### src/rtl/spi_master_if.sv
// Host/pin bundle for spi_master: start/tx_data/rx_data/done handshake plus the SPI pins.
// The master modport is the spi_master side; the slave modport is whatever drives it (host and slave device).
interface spi_master_if #(
    parameter int BIT_LENGTH = 32
);
    logic                  start;
    logic [BIT_LENGTH-1:0] tx_data;
    logic                  miso;
    logic                  ss;
    logic                  sclk;
    logic                  mosi;
    logic                  busy;
    logic [BIT_LENGTH-1:0] rx_data;
    logic                  done;

    modport master (
        input  start, tx_data, miso,
        output ss, sclk, mosi, busy, rx_data, done
    );

    modport slave (
        output start, tx_data, miso,
        input  ss, sclk, mosi, busy, rx_data, done
    );
endinterface

### src/rtl/spi_master.sv
// SPI mode-0 master: one BIT_LENGTH-bit full-duplex word per start, every output registered.
// Define SPI_MASTER_LSB_FIRST_EN for LSB-first bit order (default build is MSB first).
module spi_master #(
    parameter int BIT_LENGTH   = 32,
    parameter int COUNT_LENGTH = 6,
    parameter int HALF_PERIOD  = 4,
    parameter int DIV_WIDTH    = 8
) (
    input  logic          clk,
    input  logic          reset,
    spi_master_if.master  bus
);
    typedef enum logic [2:0] {IDLE, LEAD, HIGH, LOW, GAP} state_t;

    state_t                  state_reg, state_next;
    logic [DIV_WIDTH-1:0]    div_reg, div_next;
    logic [COUNT_LENGTH-1:0] bit_cnt_reg, bit_cnt_next;
    logic [BIT_LENGTH-1:0]   tx_sh_reg, tx_sh_next;
    logic [BIT_LENGTH-1:0]   rx_sh_reg, rx_sh_next;
    logic [BIT_LENGTH-1:0]   rx_data_reg, rx_data_next;
    logic                    ss_reg, ss_next;
    logic                    sclk_reg, sclk_next;
    logic                    mosi_reg, mosi_next;
    logic                    busy_reg, busy_next;
    logic                    done_reg, done_next;

    logic                    div_done;
    logic                    more_bits;
    logic                    first_bit;
    logic                    next_bit;
    logic [BIT_LENGTH-1:0]   tx_shifted;
    logic [BIT_LENGTH-1:0]   rx_shifted;

    assign div_done  = (div_reg == DIV_WIDTH'(HALF_PERIOD - 1));
    assign more_bits = (bit_cnt_reg < COUNT_LENGTH'(BIT_LENGTH));

`ifdef SPI_MASTER_LSB_FIRST_EN
    assign first_bit  = bus.tx_data[0];
    assign next_bit   = tx_sh_reg[1];
    assign tx_shifted = {1'b0, tx_sh_reg[BIT_LENGTH-1:1]};
    assign rx_shifted = {bus.miso, rx_sh_reg[BIT_LENGTH-1:1]};
`else
    assign first_bit  = bus.tx_data[BIT_LENGTH-1];
    assign next_bit   = tx_sh_reg[BIT_LENGTH-2];
    assign tx_shifted = {tx_sh_reg[BIT_LENGTH-2:0], 1'b0};
    assign rx_shifted = {rx_sh_reg[BIT_LENGTH-2:0], bus.miso};
`endif

    always_comb begin
        state_next   = state_reg;
        div_next     = div_reg;
        bit_cnt_next = bit_cnt_reg;
        tx_sh_next   = tx_sh_reg;
        rx_sh_next   = rx_sh_reg;
        rx_data_next = rx_data_reg;
        ss_next      = ss_reg;
        sclk_next    = sclk_reg;
        mosi_next    = mosi_reg;
        busy_next    = busy_reg;
        done_next    = 1'b0;

        case (state_reg)
            IDLE: begin
                div_next     = '0;
                bit_cnt_next = '0;
                if (bus.start) begin
                    tx_sh_next = bus.tx_data;
                    rx_sh_next = '0;
                    ss_next    = 1'b0;
                    busy_next  = 1'b1;
                    mosi_next  = first_bit;
                    state_next = LEAD;
                end
            end
            LEAD: begin
                if (div_done) begin
                    div_next     = '0;
                    sclk_next    = 1'b1;
                    rx_sh_next   = rx_shifted;
                    bit_cnt_next = bit_cnt_reg + COUNT_LENGTH'(1);
                    state_next   = HIGH;
                end else begin
                    div_next = div_reg + DIV_WIDTH'(1);
                end
            end
            HIGH: begin
                if (div_done) begin
                    div_next   = '0;
                    sclk_next  = 1'b0;
                    state_next = LOW;
                    // After the last rising edge mosi simply holds until the word closes.
                    if (more_bits) begin
                        tx_sh_next = tx_shifted;
                        mosi_next  = next_bit;
                    end
                end else begin
                    div_next = div_reg + DIV_WIDTH'(1);
                end
            end
            LOW: begin
                if (div_done) begin
                    div_next = '0;
                    if (more_bits) begin
                        sclk_next    = 1'b1;
                        rx_sh_next   = rx_shifted;
                        bit_cnt_next = bit_cnt_reg + COUNT_LENGTH'(1);
                        state_next   = HIGH;
                    end else begin
                        ss_next      = 1'b1;
                        done_next    = 1'b1;
                        rx_data_next = rx_sh_reg;
                        mosi_next    = 1'b0;
                        state_next   = GAP;
                    end
                end else begin
                    div_next = div_reg + DIV_WIDTH'(1);
                end
            end
            GAP: begin
                // Holds ss high long enough for the slave to re-arm between words.
                if (div_done) begin
                    div_next   = '0;
                    busy_next  = 1'b0;
                    state_next = IDLE;
                end else begin
                    div_next = div_reg + DIV_WIDTH'(1);
                end
            end
            default: begin
                state_next = IDLE;
            end
        endcase
    end

    always_ff @(posedge clk) begin
        if (reset) begin
            state_reg   <= IDLE;
            div_reg     <= '0;
            bit_cnt_reg <= '0;
            tx_sh_reg   <= '0;
            rx_sh_reg   <= '0;
            rx_data_reg <= '0;
            ss_reg      <= 1'b1;
            sclk_reg    <= 1'b0;
            mosi_reg    <= 1'b0;
            busy_reg    <= 1'b0;
            done_reg    <= 1'b0;
        end else begin
            state_reg   <= state_next;
            div_reg     <= div_next;
            bit_cnt_reg <= bit_cnt_next;
            tx_sh_reg   <= tx_sh_next;
            rx_sh_reg   <= rx_sh_next;
            rx_data_reg <= rx_data_next;
            ss_reg      <= ss_next;
            sclk_reg    <= sclk_next;
            mosi_reg    <= mosi_next;
            busy_reg    <= busy_next;
            done_reg    <= done_next;
        end
    end

    assign bus.ss      = ss_reg;
    assign bus.sclk    = sclk_reg;
    assign bus.mosi    = mosi_reg;
    assign bus.busy    = busy_reg;
    assign bus.rx_data = rx_data_reg;
    assign bus.done    = done_reg;
endmodule

### src/flat_wrapper.sv
// flat-port wrapper written by rule: the top's interface ports become plain ports
module spi_master_flat 
#(
    parameter int BIT_LENGTH   = 32,
    parameter int COUNT_LENGTH = 6,
    parameter int HALF_PERIOD  = 4,
    parameter int DIV_WIDTH    = 8
)
  (clk, reset, bus_start, bus_tx_data, bus_miso, bus_ss, bus_sclk, bus_mosi, bus_busy, bus_rx_data, bus_done);
  spi_master_if #(.BIT_LENGTH(BIT_LENGTH)) bus_i ();
  input  logic clk;
  input  logic reset;
  input wire logic [$bits(bus_i.start)-1:0] bus_start;
  input wire logic [$bits(bus_i.tx_data)-1:0] bus_tx_data;
  input wire logic [$bits(bus_i.miso)-1:0] bus_miso;
  output wire logic [$bits(bus_i.ss)-1:0] bus_ss;
  output wire logic [$bits(bus_i.sclk)-1:0] bus_sclk;
  output wire logic [$bits(bus_i.mosi)-1:0] bus_mosi;
  output wire logic [$bits(bus_i.busy)-1:0] bus_busy;
  output wire logic [$bits(bus_i.rx_data)-1:0] bus_rx_data;
  output wire logic [$bits(bus_i.done)-1:0] bus_done;
  assign bus_i.start = bus_start;
  assign bus_i.tx_data = bus_tx_data;
  assign bus_i.miso = bus_miso;
  assign bus_ss = bus_i.ss;
  assign bus_sclk = bus_i.sclk;
  assign bus_mosi = bus_i.mosi;
  assign bus_busy = bus_i.busy;
  assign bus_rx_data = bus_i.rx_data;
  assign bus_done = bus_i.done;
  spi_master #(.BIT_LENGTH(BIT_LENGTH), .COUNT_LENGTH(COUNT_LENGTH), .HALF_PERIOD(HALF_PERIOD), .DIV_WIDTH(DIV_WIDTH)) u_core (.clk(clk), .reset(reset), .bus(bus_i));
endmodule
### config.mk
export PLATFORM = sky130hd
export DESIGN_NAME = spi_master_flat
export DESIGN_NICKNAME = d
export VERILOG_FILES = /design/src/rtl/spi_master_if.sv /design/src/rtl/spi_master.sv /design/src/flat_wrapper.sv
export SDC_FILE = /design/constraint.sdc
export NUM_CORES = 1
export LEC_CHECK = 0
export CAP_MARGIN = 20
export CORE_MARGIN = 4
export CORE_UTILIZATION = 54
export CTS_CLUSTER_DIAMETER = 40
export DETAILED_ROUTE_END_ITERATION = 7
export PLACE_DENSITY = 0.79
export SYNTH_ARGS = -nofsm -noshare
export SYNTH_HDL_FRONTEND = slang
export SYNTH_SLANG_ARGS = --single-unit
### constraint.sdc
create_clock -name clk -period 2.8 [get_ports clk]
set_input_delay 0.56 -clock clk [delete_from_list [all_inputs] [get_ports clk]]
set_output_delay 0.56 -clock clk [all_outputs]
set_load 0.02 [all_outputs]
**Word-level counts from Yosys, hierarchy flattened**

Index checks and enable logic that the tools add are counted.
W data, S select, Z words.

- Register bits: 117
- Bits of input ports: 36
- Output and inout port bits: 37

- $add $sub $neg: 2
- Magnitude comparators: 1
- Equal/unequal tests: 13
- Multiplexer cells: 40
- Bitwise gates (word level): 3
- Reduce and logical (&&, ||, !) cells: 19

Operators by type and width:

| cell | count |
|---|---|
| $mux W32 | 4 |
| $pmux W32 S3 | 1 |
| $mux W31 | 3 |
| $pmux W31 S2 | 1 |
| $mux W3 | 6 |
| $mux W6 | 3 |
| $pmux W6 S3 | 1 |
| $pmux W8 S2 | 1 |
| $pmux W3 S5 | 1 |
| $reduce_and A5 Y1 | 3 |
| $mux W1 | 14 |
| $ne A2 B1 Y1 const B | 6 |
| $reduce_and A4 Y1 | 3 |
| $reduce_bool A3 Y1 | 3 |
| $add A8 B1 Y8 const B | 1 |
| $eq A8 B2 Y1 const B | 1 |
| $mux W8 | 1 |
| $reduce_bool A2 Y1 | 4 |
| $add A6 B1 Y6 const B | 1 |
| $eq A3 B2 Y1 const B | 2 |
| $lt A6 B6 Y1 const B | 1 |
| $pmux W1 S3 | 2 |
| $reduce_and A3 Y1 | 2 |
| $reduce_and A6 Y1 | 1 |
| other kinds (8) | 12 |

**Logic depth before layout (Yosys ltp)**

Gate-level depths: netlist of run 1.

- Depth in word-level cells: 4
- Mapped depth: 7
- Depth with buffers taken out: 5

**Worst setup path before layout of run 1**

No wires, ideal clock.

- Path kind: flip-flop to flip-flop
- Start: register u_core.div_reg[0]
- End: register u_core.rx_data_reg[10] (netlist: u_core.bus.rx_data[10])
- Setup time: 70 ps
- Arrival time: 1919 ps
- Data required time: 2730 ps
- Slack: 811 ps
- Cell stages (with the launch flop): 8
- Buffers on the path: 2
- Clock period less this slack: 1989 ps
- Path through: dfxtp_1 -> ha_1 -> or4b_4 -> buf_6 -> nor4_4 -> buf_6 -> nand2_1 -> a21oi_1

- Longest elaborated chain between the ends: 2

RTL lines:

| what | RTL line | text |
|---|---|---|
| start, declared | spi_master.sv:16 | `logic [DIV_WIDTH-1:0] div_reg, div_next;` |
| start signal, assigned | spi_master.sv:150 | `div_reg <= div_next;` |
| $eq A8 B2 Y1 | spi_master.sv:34 | `assign div_done = (div_reg == DIV_WIDTH'(HALF_PERIOD - 1));` |
| $reduce_and A3 Y1 (no line) | n/a |  |
| end signal, assigned | spi_master.sv:154 | `rx_data_reg <= rx_data_next;` |
| end, declared | spi_master.sv:20 | `logic [BIT_LENGTH-1:0] rx_data_reg, rx_data_next;` |

Every way passes these cells.
A chain may end at the register's enable or synchronous reset.

**Worst setup path after layout of run 1**

- Start: register u_core.div_reg[0]
- End: register u_core.bit_cnt_reg[3]

- Longest elaborated chain between the ends: 3
- Elaborated cells on any way between the ends: 4
- Those cells by class: eq/ne (3); reduce/logical (1)

RTL lines:

| what | RTL line | text |
|---|---|---|
| $eq A8 B2 Y1 * | spi_master.sv:34 |  |
| $ne A2 B1 Y1 (no line) | n/a |  |
| $reduce_and A4 Y1 (no line) * | n/a |  |
| end signal, assigned | spi_master.sv:151 | `bit_cnt_reg <= bit_cnt_next;` |
| end, declared | spi_master.sv:17 | `logic [COUNT_LENGTH-1:0] bit_cnt_reg, bit_cnt_next;` |

Mark *: on every way between the ends. The rest lies on a longest branch, timed or not.

==> results.rst, run 1 <==
.. list-table::
   :header-rows: 1

   * - Metric
     - Value
   * - Area Growth Syn to Fin
     - 26.9%
   * - Share of total power consumed by net switching
     - 0.222
   * - Switching power total
     - 0.922 mW
   * - Mapped Nets
     - 627
   * - Source-to-sink clock delay at the later pin of the worst-skew pair
     - around 0.5 ns
   * - Mean instance size in the synthesized netlist
     - 8.50 sq um
   * - Critical Path Start
     - u_core.div_reg[0]
   * - Result of the run
     - complete, no violations
   * - Count of routing violations after the opening detailed-route iteration
     - 299
   * - Clock input transition at the sequential cells of the worst setup and hold paths
     - 0.05 ns
   * - Worst setup path endpoint
     - u_core.bit_cnt_reg[3]
   * - DP Cell Count
     - 727
   * - Ys Warns
     - 0
   * - Initial antenna violation count
     - 0
   * - Source of the worst register-to-register timing path
     - u_core.div_reg[0]
   * - Pleak
     - 2.10 nW
   * - Worst VDD drop
     - 376 uV
   * - Height of the die
     - 104 um
   * - HPWL Detailed
     - 7.59 mm
   * - Wire per inst
     - 15.9 um
   * - Power density relative to cell area
     - approximately 650 nW/um^2
   * - Worst setup path class
     - register to register
   * - Slew headroom
     - 0.540
   * - Gates resized, CTS repair
     - 0
   * - Post-Route Skew
     - between 0.009 and 0.01 ns
   * - Share of synthesized registers carrying an async set or reset
     - 0
   * - Final weighted congestion of routability-driven global placement
     - 0.800
   * - Netlist area before placement
     - 5000 sq um
   * - Number of levels in the clock H-tree
     - 4
   * - Boundary Pins
     - 73
   * - Register-to-register setup slack
     - 0.46 ns
   * - Root Buffer Master
     - sky130_fd_sc_hd__clkbuf_8
   * - Reported max-cap violation count
     - 0
   * - Die extent in x
     - 104 um
   * - Synth Register Bits
     - 117
   * - # hold bufs at CTS
     - 0
   * - TritonCTS sink count
     - approximately 120
   * - Path depth of the worst reg2reg path
     - 6
   * - Setup TNS
     - 0 ns
   * - Count of unresolved DRC violations after routing
     - 0
   * - Die ar.
     - 10900 sq um
   * - Worst r2r dst
     - u_core.bit_cnt_reg[3]
   * - Detailed-route vias per instance
     - 6.02
   * - Critical path capture point type
     - register
   * - Period minus WS final
     - ~2.3 ns
   * - Path type of the worst min-delay path
     - register to register
   * - Top library cells by usage in the layout, fill and taps aside
     - 117 x sky130_fd_sc_hd__dfxtp_1, 82 x sky130_fd_sc_hd__a21oi_1, 73 x sky130_fd_sc_hd__nand2_1
   * - Power share of the combinational group
     - 0.070
   * - Proportion of netlist area held by the largest area contributor
     - 0.468
   * - Data required time of the worst path
     - 3.24 ns
   * - Int Power
     - 3.23 mW
   * - EDFF count, synth
     - 0
   * - Final cell count without fillers
     - 759
   * - Number of slew-limit violations in the final report
     - 0
   * - Share of power burned in registers
     - 0.419
   * - Total setup buffers inserted after CTS
     - 0
   * - Cell count of the worst hold path
     - 2
   * - Type of origin of the critical path
     - register
   * - CP max stage cell
     - sky130_fd_sc_hd__nor4_1
   * - Total wire length after detailed routing
     - 12.0 mm
   * - Part of the power in the clock network
     - 0.512
   * - Number of distinct standard cells referenced by the synthesized netlist
     - 48
   * - Library cell with the largest summed area after synthesis
     - sky130_fd_sc_hd__dfxtp_1
   * - Count of nets left with antenna violations after detail routing
     - 0
   * - Net count reported at finish
     - 677
   * - Count of buffers from port buffering
     - 72
   * - Unrepaired setup endpoints after global routing
     - no
   * - Top flip-flop cell by instance count after synthesis
     - sky130_fd_sc_hd__dfxtp_1
   * - Vias in the first global route
     - about 4400
   * - Fraction of final layout cells with drive strength greater than 1
     - 0.0891
   * - Sequence of cells on the critical path
     - ha_1, nor4b_1, buf_4, nand2_1, nor4_1, a22o_1
   * - Global router's overall resource usage
     - 0.225
   * - Total number of vias
     - ~4600
   * - Measured slew at the worst slew-check pin
     - 0.688 ns
   * - Placement row count
     - 34
   * - Area of the core region
     - just under 9000 sq um
   * - Sequential share of the synthesized area
     - 0.468
   * - Number of failing hold endpoints at the final stage
     - 0
   * - Total global routing overflow
     - 0
   * - CP Max Fanout
     - 9
   * - Number of detailed-route iterations in the first pass
     - 5
   * - Inserted Clock Buffers
     - 17
   * - Count of inserted antenna diode cells
     - 0
   * - Clk buf depth
     - 2
   * - Dominant cells by area after synthesis
     - sky130_fd_sc_hd__dfxtp_1 47%, sky130_fd_sc_hd__a21oi_1 8.3%, sky130_fd_sc_hd__mux2i_1 6.2%, sky130_fd_sc_hd__nand2_1 5.5%, sky130_fd_sc_hd__a211oi_1 5.1%
   * - Initial Util
     - 0.566
   * - Signal arrival time at the worst endpoint
     - 2.78 ns
   * - Wire length of the first global-routing pass
     - 20.6 mm
   * - TritonCTS clock tree
     - yes
   * - Final worst-path cycle share
     - 0.836
   * - Gate Count Post-Synth
     - about 590
   * - Most common cell after layout, fill and taps aside
     - sky130_fd_sc_hd__dfxtp_1
   * - Highest clock rate
     - 0.427 GHz
   * - Maximum number of pins on one net before global-route repair
     - between 60 and 70
   * - Final hold slack
     - 0.453 ns
   * - Number of failing setup endpoints in the final timing report
     - 0
   * - Maximum cell stage delay along the critical path
     - a little over 0.6 ns
## worst max-delay path: cells and delay by family, from the launching register on
kind / cells / cell delay, ns
AND/OR/NAND/NOR: 3 / 1.11
AO/OA/AOI/OAI: 1 / 0.24
buffers and inverters: 1 / 0.19
flip-flops: 1 / 0.42
adder cells (fa/ha/maj): 1 / 0.32
## cell type report
class                      count  area (sq um)
inverter                       3          11.3
tap                          108           135
multi-input combinational    412          2410
clock inverter                 9           128
timing repair buffer          88           871
clock buffer                  22           453
fill                         687          2500
sequential                   117          2340
## synthesized netlist by cell type (2+ instances only)
master and instances:
sky130_fd_sc_hd__dfxtp_1 117, sky130_fd_sc_hd__nor2_1 40, sky130_fd_sc_hd__a2111oi_0 2, sky130_fd_sc_hd__nor3b_1 4, sky130_fd_sc_hd__nor3_1 8, sky130_fd_sc_hd__a31oi_1 4
sky130_fd_sc_hd__nor2b_1 2, sky130_fd_sc_hd__nand2b_1 6, sky130_fd_sc_hd__nand4_1 37, sky130_fd_sc_hd__a2bb2oi_1 2, sky130_fd_sc_hd__and3_1 4, sky130_fd_sc_hd__a21oi_1 83
sky130_fd_sc_hd__buf_2 10, sky130_fd_sc_hd__o21ai_0 39, sky130_fd_sc_hd__o211ai_1 2, sky130_fd_sc_hd__mux2i_1 31, sky130_fd_sc_hd__a41oi_1 2, sky130_fd_sc_hd__inv_1 3
sky130_fd_sc_hd__nand3_1 9, sky130_fd_sc_hd__clkbuf_1 41, sky130_fd_sc_hd__nor4b_1 3, sky130_fd_sc_hd__nor4_1 2, sky130_fd_sc_hd__a22o_1 2, sky130_fd_sc_hd__ha_1 2
sky130_fd_sc_hd__or2_2 2, sky130_fd_sc_hd__a211oi_1 34, sky130_fd_sc_hd__nand2_1 73, sky130_fd_sc_hd__buf_6 5
## cell families after synthesis
group	count (synthesis)	synth area share
buffers and inverters	60	0.0550
AO/OA/AOI/OAI	181	0.214
adder cells (fa/ha/maj)	2	0.00500
multiplexers	32	0.0643
XOR/XNOR	1	0.00175
AND/OR/NAND/NOR	196	0.192
flip-flops	117	0.468
## power groups by stage
stage | Combinational (mW) | Clock, mW | Sequential (mW)
floorplan | 0.176 | 0 | 1.77
global route | 0.317 | 2.23 | 1.74
CTS | 0.285 | 2.15 | 1.74
detailed placement | 0.283 | 0 | 1.77
finish | 0.289 | 2.12 | 1.74
global placement | 0.273 | 0 | 1.77
## per-layer routing
metal,up-vias,global-route usage,wire [um]
met2,115,0.384,6180
met4,0,0.0750,127
li1,2243,-,-
met5,-,0,0
met3,12,0.0472,479
met1,2202,0.284,5250
## worst min-delay path by stage
stage                           startpoint                      to  slack (ns)
floorplan             u_core.rx_sh_reg[31]  u_core.bus.rx_data[31]        0.43
global placement     u_core.bus.rx_data[0]   u_core.bus.rx_data[0]        0.44
detailed placement  u_core.bus.rx_data[24]  u_core.bus.rx_data[24]        0.45
CTS                 u_core.bus.rx_data[28]  u_core.bus.rx_data[28]        0.46
global route        u_core.bus.rx_data[16]  u_core.bus.rx_data[16]        0.47
finish              u_core.bus.rx_data[28]  u_core.bus.rx_data[28]        0.45
## per-stage QoR
step                cell area [sq um]  setup WS (ns)  total power, mW  utilization
CTS                              6340          0.490             4.17        0.716
detailed placement               5760          0.205             2.05        0.651
finish                           6350          0.458             4.15        0.718
floorplan                        5000          0.811             1.94            -
global route                     6350          0.277             4.29        0.718
global placement                 5760          0.255             2.04        0.651
Power figures use the tool's default switching activity.
==> run 2: changes to the inputs <==
- CORE_UTILIZATION: 54 -> 49
- PLACE_DENSITY: 0.79 -> 0.76
- clock period: 2.8 -> 2.1 ns (I/O delays scaled with it)
==> results.rst, run 2 (synthesized netlist as in run 1, its figures left out) <==
.. list-table::
   :header-rows: 1

   * - Metric
     - Value
   * - Result of the run
     - complete, no violations
   * - Vias in the first global route
     - 4350 (-1.6%)
   * - Met2 Use GR
     - 0.350 (-0.0342)
   * - Minimum setup slack after placement
     - -0.0283 ns (-0.233 ns)
   * - CP Max Fanout
     - 16 (+7)
   * - Type of origin of the critical path
     - register
   * - Final standard cell area without fillers
     - 6580 sq um (+3.6%)
   * - TritonCTS sink count
     - 117 (unchanged)
   * - Count of inserted antenna diode cells
     - 0 (unchanged)
   * - Die extent in x
     - 109 um (+4.6%)
   * - Total wire length after detailed routing
     - 12.4 mm (+3.1%)
   * - Worst setup path class
     - register to register
   * - Most common cell after layout, fill and taps aside
     - sky130_fd_sc_hd__dfxtp_1
   * - Number of failing setup endpoints in the final timing report
     - 0 (unchanged)
   * - Initial Util
     - 0.507 (-0.0583)
   * - Unrepaired setup endpoints after global routing
     - no
   * - Global Route met1 Usage
     - 0.273 (-0.0112)
   * - Area of the core region
     - 9860 sq um (+11%)
   * - Initial antenna violation count
     - 0 (unchanged)
   * - Total setup buffers inserted after CTS
     - 0 (unchanged)
   * - Combined area of the multi-input logic cells
     - 2430 sq um (+0.93%)
   * - Die ar.
     - 11900 sq um (+9.4%)
   * - Number of levels in the clock H-tree
     - 4 (unchanged)
   * - Global router's overall resource usage
     - 0.210 (-0.0154)
   * - Placement row count
     - 36 (+5.9%)
   * - Number of detailed-route iterations in the first pass
     - 5 (unchanged)
   * - Overall power after layout
     - 5.75 mW (+39%)
   * - Wire length of the first global-routing pass
     - 20.4 mm (-1.2%)
   * - Number of slew-limit violations in the final report
     - 0 (unchanged)
   * - Highest clock rate
     - 0.499 GHz (+17%)
   * - Source-to-sink clock delay at the later pin of the worst-skew pair
     - 0.52 ns (about the same)
   * - Path type of the worst min-delay path
     - input pin to register
   * - Count of buffers from port buffering
     - 72 (unchanged)
   * - Maximum number of pins on one net before global-route repair
     - 69 (+6.2%)
   * - Number of failing hold endpoints at the final stage
     - 0 (unchanged)
   * - Signal arrival time at the worst endpoint
     - 2.45 ns (-0.33 ns)
   * - TritonCTS clock tree
     - yes
   * - Final weighted congestion of routability-driven global placement
     - 0.852 (+6.4%)
   * - Path depth of the worst reg2reg path
     - 6 (unchanged)
   * - Setup TNS
     - 0 ns (unchanged)
   * - Data required time of the worst path
     - 2.55 ns (-0.69 ns)
   * - Count of nets left with antenna violations after detail routing
     - 0 (unchanged)
   * - # hold bufs at CTS
     - 0 (unchanged)
   * - Fraction of final layout cells with drive strength greater than 1
     - 0.106 (+0.0171)
   * - Cell count of the worst hold path
     - 2 (unchanged)
   * - Total global routing overflow
     - 0 (unchanged)
   * - Register cell area after layout
     - 2340 sq um (unchanged)
   * - Count of routing violations after the opening detailed-route iteration
     - 299 (unchanged)
   * - Clock input transition at the sequential cells of the worst setup and hold paths
     - 0.06 ns (about the same)
   * - Post-detailed-placement cell area
     - 5910 sq um (+2.7%)
   * - Core Util, Final
     - 0.667 (-0.0510)
   * - Boundary Pins
     - 73 (unchanged)
   * - Area Growth Syn to Fin
     - 31.5%
   * - HPWL Detailed
     - 7.47 mm (-1.6%)
   * - Detailed-route vias per instance
     - 5.84 (-3.1%)
   * - Net count reported at finish
     - 685 (+1.2%)
   * - DP Cell Count
     - 760 (+4.5%)
   * - Wire per inst
     - 15.7 um (-1.2%)
   * - Met3 Track Usage GR
     - 0.0468 (-0.000402)
   * - Final hold slack
     - 0.291 ns (-0.163 ns)
   * - Clk buf depth
     - 2 (unchanged)
   * - Final-layout fill cell count
     - 773 (+13%)
   * - Critical path capture point type
     - register
   * - Worst VDD drop
     - 501 uV (+33%)
   * - Root Buffer Master
     - sky130_fd_sc_hd__clkbuf_8
   * - Top library cells by usage in the layout, fill and taps aside
     - 117 x sky130_fd_sc_hd__dfxtp_1, 82 x sky130_fd_sc_hd__a21oi_1, 72 x sky130_fd_sc_hd__nand2_1
   * - Final critical-path setup slack
     - 0.0966 ns (-0.362 ns)
   * - Final cell count without fillers
     - 792 (+4.3%)
   * - Height of the die
     - 109 um (+4.6%)
   * - Count of unresolved DRC violations after routing
     - 0 (unchanged)
   * - Period minus WS final
     - 2.00 ns (-0.338 ns)
   * - Reported max-cap violation count
     - 0 (unchanged)
   * - Pleak
     - 2.16 nW (+3.1%)
   * - Inserted Clock Buffers
     - 17 (unchanged)
   * - Total number of vias
     - 4623 (+1.1%)
   * - Post-Route Skew
     - 0.0164 ns (+0.00701 ns)
   * - Measured slew at the worst slew-check pin
     - 0.726 ns (+0.0388 ns)
   * - Final worst-path cycle share
     - 0.954 (+0.118)
   * - Slew headroom
     - 0.514 (-0.0259)
   * - Power density relative to cell area
     - 874 nW/um^2 (+34%)
   * - Grt peak-use layer
     - met2
==> run 2: cell types whose count changed in the layout (fill, tap and decap cells not counted), moves of 2 or more <==
cell,before,now
sky130_fd_sc_hd__buf_12,2,7
sky130_fd_sc_hd__buf_6,0,2
sky130_fd_sc_hd__clkbuf_1,3,1
sky130_fd_sc_hd__clkbuf_8,3,1
sky130_fd_sc_hd__clkinv_2,4,0
sky130_fd_sc_hd__clkinvlp_4,0,3
sky130_fd_sc_hd__inv_6,0,5
==> run 2: critical path: stages, from the launching register on <==
cell,delay [ns]
sky130_fd_sc_hd__dfxtp_1,0.41
sky130_fd_sc_hd__ha_4,0.19
sky130_fd_sc_hd__or4b_4,0.53
sky130_fd_sc_hd__nor4_4,0.34
sky130_fd_sc_hd__clkbuf_16,0.26
sky130_fd_sc_hd__nand2_1,0.07
sky130_fd_sc_hd__a21oi_1,0.12
==> run 2: final timing paths <==
check	from	end	slack [ns]
worst max-delay path	u_core.div_reg[1]	u_core.bus.rx_data[29]	0.1
worst min-delay path	reset	u_core.div_reg[1]	0.29
worst max register to register	u_core.div_reg[1]	u_core.bus.rx_data[29]	0.1
worst min register to register	u_core.bus.rx_data[7]	u_core.bus.rx_data[7]	0.45
==> run 2: final cells by class <==
cell class / instances / area share
well taps: 133 / 0.0253
multi-input cells: 412 / 0.370
inverters: 3 / 0.00171
clock buffers: 18 / 0.0635
repair buffers: 96 / 0.154
clock inverters: 13 / 0.0297
flip-flops and latches: 117 / 0.356
==> run 2: per-layer routing <==
layer	part of all wire	routed length (um)
met5	0	0
met2	0.50	6260
met1	0.44	5460
met3	0.045	559
met4	0.010	126
==> run 2: power by group <==
part / internal (mW) / switching (mW)
sequential: 2.28 / 0.0362
combinational: 0.185 / 0.229
clock: 1.94 / 1.08
total: 4.40 / 1.35
==> run 2: what timing repair did <==
| action | in CTS | in global routing |
|---|---|---|
| gates resized for setup | 1 | 5 |
| endpoints found under the setup margin | 10 | 83 |
| pin swaps | 0 | 2 |
| cloned | 0 | 1 |
==> run 3: changes to the inputs <==
- GPL_ROUTABILITY_DRIVEN: default -> 0
==> results of run 3 <==
Same layout as run 2: the final DEF is identical, and so are final timing and power.
